`src/rtl/handshake_const_rr_arbiter.sv`:
```
// handshake_const_rr_arbiter
//   Round-robin arbiter that shares one registered constant-emitting output
//   channel between NUM_REQ control-token requesters. A granted token puts
//   the requester's fixed constant on outs, tagged with its index on outs_id.
//   Optional feature macro: HANDSHAKE_CONST_ARB_COUNT_EN adds a 16-bit
//   issued_count of output transfers.
module handshake_const_rr_arbiter #(
    parameter int NUM_REQ    = 3,
    parameter int DATA_WIDTH = 32,
    parameter int ID_WIDTH   = 2,
    parameter logic [NUM_REQ*DATA_WIDTH-1:0] CONST_VALUES =
        96'h0000_0009_0000_0003_0000_0007
) (
    input  logic                  clk,
    input  logic                  rst,
    input  logic [NUM_REQ-1:0]    ctrl_valid,
    output logic [NUM_REQ-1:0]    ctrl_ready,
    output logic [DATA_WIDTH-1:0] outs,
    output logic [ID_WIDTH-1:0]   outs_id,
    output logic                  outs_valid,
    input  logic                  outs_ready
`ifdef HANDSHAKE_CONST_ARB_COUNT_EN
    ,
    output logic [15:0]           issued_count
`endif
);

    localparam int PTR_W = (NUM_REQ > 1) ? $clog2(NUM_REQ) : 1;

    logic [DATA_WIDTH-1:0] const_tab [NUM_REQ];
    logic [PTR_W-1:0]      rr_ptr;
    logic [PTR_W-1:0]      grant_idx;
    logic [PTR_W-1:0]      next_ptr;
    logic [NUM_REQ-1:0]    grant;
    logic                  any_grant;
    logic                  load;

    // Unpack the flattened constants into one slot per requester.
    for (genvar i = 0; i < NUM_REQ; i++) begin : g_const
        assign const_tab[i] = CONST_VALUES[i*DATA_WIDTH +: DATA_WIDTH];
    end

    // The slot can take a new token when empty or being drained this cycle.
    assign load = !outs_valid || outs_ready;

    // Rotating priority search: start at rr_ptr, ascend with wrap, first valid wins.
    always_comb begin
        int idx;
        // NOTE: every output of this block gets a default first, so no path
        // leaves a value unassigned and no latch is inferred.
        grant     = '0;
        grant_idx = '0;
        any_grant = 1'b0;
        idx       = 0;
        for (int k = 0; k < NUM_REQ; k++) begin
            idx = int'(rr_ptr) + k;
            if (idx >= NUM_REQ) begin
                idx = idx - NUM_REQ;
            end
            if (!any_grant && ctrl_valid[PTR_W'(idx)]) begin
                grant[PTR_W'(idx)] = 1'b1;
                grant_idx          = PTR_W'(idx);
                any_grant          = 1'b1;
            end
        end
    end

    // Priority moves to the requester just after the winner, wrapping to 0.
    assign next_ptr = (grant_idx == PTR_W'(NUM_REQ - 1)) ? '0 : grant_idx + 1'b1;

    // Only the winner sees ready, and only when the slot can accept.
    assign ctrl_ready = load ? grant : '0;

    // Output slot and round-robin pointer; both hold during a stall.
    always_ff @(posedge clk or negedge rst) begin
        // NOTE: state registers use non-blocking assignments so every register
        // samples the pre-edge values regardless of statement order.
        if (!rst) begin
            outs       <= '0;
            outs_id    <= '0;
            outs_valid <= 1'b0;
            rr_ptr     <= '0;
        end else if (load) begin
            if (any_grant) begin
                outs       <= const_tab[grant_idx];
                outs_id    <= ID_WIDTH'(grant_idx);
                outs_valid <= 1'b1;
                rr_ptr     <= next_ptr;
            end else begin
                outs_valid <= 1'b0;
            end
        end
    end

`ifdef HANDSHAKE_CONST_ARB_COUNT_EN
    // Count completed output transfers; wraps naturally at 16 bits.
    always_ff @(posedge clk or negedge rst) begin
        if (!rst) begin
            issued_count <= '0;
        end else if (outs_valid && outs_ready) begin
            issued_count <= issued_count + 16'd1;
        end
    end
`endif

endmodule

```
`config.mk`:
```
export PLATFORM = sky130hd
export DESIGN_NAME = handshake_const_rr_arbiter
export DESIGN_NICKNAME = d
export VERILOG_FILES = /design/src/rtl/handshake_const_rr_arbiter.sv
export SDC_FILE = /design/constraint.sdc
export NUM_CORES = 1
export LEC_CHECK = 0
export CAP_MARGIN = 10
export CELL_PAD_IN_SITES_DETAIL_PLACEMENT = 0
export CELL_PAD_IN_SITES_GLOBAL_PLACEMENT = 1
export CORE_ASPECT_RATIO = 1.25
export CORE_MARGIN = 1.5
export CORE_UTILIZATION = 27
export CTS_CLUSTER_SIZE = 8
export DETAILED_ROUTE_END_ITERATION = 8
export GPL_ROUTABILITY_DRIVEN = 0
export PLACE_DENSITY_LB_ADDON = 0.1
export SETUP_SLACK_MARGIN = 0.5
export SLEW_MARGIN = 20
export SYNTH_ARGS = -nofsm -noshare
export SYNTH_HDL_FRONTEND = slang
export SYNTH_SLANG_ARGS = --single-unit
```
`constraint.sdc`:
```
create_clock -name clk -period 2.1 [get_ports clk]
set_input_delay 0.315 -clock clk [delete_from_list [all_inputs] [get_ports clk]]
set_output_delay 0.315 -clock clk [all_outputs]
set_load 0.1 [all_outputs]
```
Word level (Yosys, flattened, before mapping)
Index checks and enable logic that the tools add are counted.
{"block": "totals", "register_bits": 37, "out_inout_bits": 38, "elab_cells": 67}
{"block": "op_classes", "n_addsub": 6, "bitwise_logic": 3, "muxes": 33, "reduce_logical": 10, "magnitude_cmp": 10, "n_eq_ne": 1}
{"operator": "$bmux W32 S2", "count": 1}
{"operator": "$mux W32", "count": 2}
{"operator": "$mux W2", "count": 7}
{"operator": "$mux W1", "count": 13}
{"operator": "$lt A2 B4 Y1 const B", "count": 3}
{"operator": "$mux W3", "count": 4}
{"operator": "$bmux W1 S2", "count": 3}
{"operator": "$demux W1 S2", "count": 3}
{"operator": "$ge A2 B1 Y1 const B", "count": 3}
{"operator": "$ge A3 B2 Y1 const B", "count": 2}
{"operator": "$or A3 B3 Y3", "count": 2}
{"operator": "$sub A2 B2 Y2 const B", "count": 3}
{"operator": "$logic_and A1 B1 Y1", "count": 5}
{"operator": "$add A2 B1 Y3 const B", "count": 1}
{"operator": "$add A2 B2 Y3 const B", "count": 1}
{"operator": "$ge A3 B3 Y1 const B", "count": 1}
{"operator": "$logic_not A1 Y1", "count": 3}
{"operator": "$not A2 Y3", "count": 1}
{"operator": "$add A2 B1 Y2 const B", "count": 1}
{"operator": "$eq A2 B2 Y1 const B", "count": 1}
{"operator": "$ge A2 B2 Y1 const B", "count": 1}
{"operator": "$reduce_and A2 Y1", "count": 1}
{"operator": "$logic_or A1 B1 Y1", "count": 1}

Longest topological paths before layout
{"block": "depth", "depth_word": 16, "ltp_mapped": 8, "ltp_nobuf": 7}

Least setup slack after synthesis
OpenSTA, ideal clock, no wires.
{"block": "synth_path", "kind": "register -> output", "start": "reg rr_ptr[0]", "end": "out ctrl_ready[0]", "t_arrival_ns": 3.490, "stages_incl_launch_ff": 7, "t_required_ns": 1.785, "path_buffers": 1, "setup_slack_ns": -1.705, "cell_sequence": "dfrtp_1 -> inv_1 -> ha_1 -> buf_2 -> o32ai_1 -> a221oi_1 -> nor3_1"}
{"block": "synth_via", "elab_chain_cells": 13, "elab_cells_between_ends": 47}
{"item": "from (decl)", "line": "31", "rtl": "logic [PTR_W-1:0] rr_ptr;"}
{"item": "from (signal assigned)", "line": "88", "rtl": "rr_ptr <= next_ptr;"}
{"item": "branches (longest 11 deep; another with $lt A2 B4 Y1)"}
{"item": "$mux W3 *", "line": "60", "rtl": "if (!any_grant && ctrl_valid[PTR_W'(idx)]) begin"}
{"item": "$mux W3 *", "line": "72", "rtl": "assign ctrl_ready = load ? grant : '0;"}
{"item": "to (decl)", "line": "17", "rtl": "output logic [NUM_REQ-1:0] ctrl_ready,"}
Every way passes the cells marked *. The select of a mux whose other input is x is not followed.

Worst setup path in the final report
{"block": "layout_path", "start": "reg rr_ptr[1]", "end": "out ctrl_ready[0]"}
Same word-level chain as after synthesis.

==> summary.md <==
The run finished, with violations left. The final reports fail on negative setup slack. The cell taking the most area after synthesis is buf_4. The logs give 0.125 for the global router's overall resource usage and 0.205 for the share of the yosys chip area belonging to registers. Port buffering added 15 buffers. The smallest clock period supported by the final layout is computed as 2440 ps. The cell count of the worst reg-to-reg path came out at 8. The first detailed-routing pass took 4 iterations. The maximum number of pins on one net before global-route repair was 13; the number of antenna violations at the first check in global routing was 0. Dividing the detail-routed wire length by the instance count gives 12.7 um. The finished cells cover 0.00156 mm2. TritonCTS built the clock tree. The tools report the endpoint of the worst register-to-register path as rr_ptr[0]$_DFFE_PN0P_. Relative to the synthesized area, the layout overhead comes to 59.6%. Averaged over all synthesized cells, the footprint is 9.20 um2. The die is 70.2 um tall.

In this run the worst hold path is classified as primary input to async pin. The slowest cell on the critical path is dfrtp_1. The category of the worst setup path capture point was an output port. Clock insertion delay at the later pin of the skew report: 230 ps. Number of buffers inserted for hold repair after clock tree synthesis: 0.

The final max-slew violation count was 0. Timing would allow up to 0.410 GHz. Summed over all layers, the routed wires come to 2430 um.

Summing all placed instances gives a cell area of 0.00132 mm2. The number of setup violations in the final report is 2. The logs give 805 for the via count of the first global-routing pass and 1850 um for the sum of net half-perimeters after detailed placement. The number of different library cells in the post-synthesis netlist was 42; the post-synthesis instance total was 106.

44 I/O pins were placed. The logs give 0.00348 mm2 for the core box area and 3 for the clock buffer count from CTS. For this run the aggregate overflow at the end of global routing stands at 0. At the worst endpoint, the arrival time is 2120 ps.

In the layout the commonest cells are 34 x buf_4, 28 x conb_1, 6 x nor2_1, 6 x dfrtp_1, 6 x buf_6. Clock net sink count: 8. The first-pass GRT wire length is 4000 um, and the fraction of synthesized cell area taken by the top area cell type is 0.231. The setup slack on the worst flop-to-flop path was 50 ps. The share of post-route cells with drive strength above 1 was 0.526. From left edge to right edge, the die measures 56.7 um. The run gives 0 as the number of failing hold endpoints at the final stage. Setup repair after global routing could not meet its margin everywhere.

The launching element of the worst setup path was rr_ptr[1]$_DFFE_PN0P_. The cell sitting at the root of the clock tree is a clkbuf_8. The die covers 0.00398 mm2. On the final layout, the worst clock skew is 1.64 ps.

The library cell used most frequently in the layout, excluding fill and tap cells, is buf_4. The tools report the maximum number of buffers from clock root to sink as 2. In this design, the stage delay of the slowest critical-path cell is 410 ps.

Post-synthesis async set-or-reset flop share: 1.00. Walking the worst path, the cells encountered are inv_2 > ha_4 > and3b_2 > a31oi_4 > o32ai_4 > buf_4 > a221oi_2 > nor3_4 > buf_12. Across all hold checks on the routed design, the worst slack comes to 370 ps. Detailed-route DRC error count: 0. The tools report the worst reg2reg path startpoint as rr_ptr[1]$_DFFE_PN0P_.

The detail route stage leaves a number of antenna-violating nets equal to 0. The net count of the finished layout was 163. The effective utilization at floorplan was 0.280. Along the worst path, the maximum fanout reaches 7.

For the count of yosys warnings during synthesis, the log shows 0. The number of register bits inferred by synthesis came out at 8. The detailed router finished its first iteration with 13 violations.

In the routed layout, each cell is associated on average with a via count of 4.35. The depth of the CTS H-tree was 1; the fill cell instance count of the final layout was 357. The number of antenna diodes in the final layout is 0. By area the synthesized netlist is led by buf_4 23%, dfrtp_1 21%, ha_1 5.1%, mux2i_1 4.1%, inv_1 2.7%. For the minimum setup slack in the final design, the log shows -337 ps. After clock tree synthesis, the clock-pin slew on the worst setup and hold paths is 40 ps. The period utilization is 1.16. Across all layers, the routed design uses 830 vias.

The worst setup path is launched from a flip-flop. The post-synthesis instance area was 975 um2. The type of the worst setup path was flip-flop to output port. The most common flop cell mapped by yosys is dfrtp_1.

For the worst setup path, the data required time is 1780 ps. Across the run, the number of max-cap violations was 0. Yosys mapped a number of flops with a built-in enable equal to 0. The tools report the standard-cell row count as 24.
[metrics by stage]
stage                     setup TNS (ps)  worst slack [ps]   util  std cells
after global routing               -1180              -422  0.446        191
after CTS                           -667              -347  0.418        183
final                               -646              -337  0.446        191
after detailed placement           -1400              -352  0.379        178
after floorplan                     -611              -306      -        133
after global placement             -1250              -302  0.379        178
[metal layers]
metal	GRT usage	share of wire	up-vias
met5	0	0	-
met4	0.0388	0.0041	0
met3	0.0111	0.030	2
met2	0.218	0.57	15
met1	0.161	0.40	409
li1	-	-	404
[worst max-delay path, delay by kind of cell, from the launching register on]
kind	cells	cell delay [ps]
flip-flops	1	410
AO/OA/AOI/OAI	3	610
adder cells (fa/ha/maj)	1	190
buffers and inverters	3	390
AND/OR/NAND/NOR	2	280
[Yosys cell counts (2+ instances only)]
library cell / n
buf_4: 30
dfrtp_1: 8
inv_1: 7
nor2_1: 6
ha_1: 4
mux2i_1: 4
nand2_1: 3
nand2b_1: 3
nor3_1: 3
o21ai_0: 3
o21ai_1: 3
a31oi_1: 2
[worst max path at each step]
stage               endpoint
2_1_floorplan  ctrl_ready[1]
3_3_place_gp   ctrl_ready[1]
3_5_place_dp   ctrl_ready[1]
4_1_cts        ctrl_ready[1]
5_1_grt        ctrl_ready[1]
6_report       ctrl_ready[0]
[cell families after synthesis]
| kind of cell | synth area share |
|---|---|
| muxes | 0.0757 |
| other | 0.00385 |
| and+or+nand+nor | 0.140 |
| DFF | 0.205 |
| adders and majority gates | 0.0513 |
| buffers and inverters | 0.282 |
| AOI/OAI and AO/OA | 0.241 |
[registers in the layout, indices dropped and copies added, names as in the netlist]
signal,flops
outs,3
outs_valid,1
outs_id,2
rr_ptr,2
[area by class of cell]
type,count,area (um2),share of cell area
clock buffers,4,45.0,0.0290
inverters,7,26.3,0.0169
multi-input cells,85,798,0.513
flip-flops and latches,8,205,0.132
well taps,39,48.8,0.0314
repair buffers,48,432,0.278
[what timing repair did]
item,CTS,global route
setup endpoints to repair,11,11
buffers inserted,1,8
pin swaps,1,8
resized for setup,14,9
Power is not shown: default switching activity piles up to over one toggle a cycle in this logic, so the estimate is an artifact.
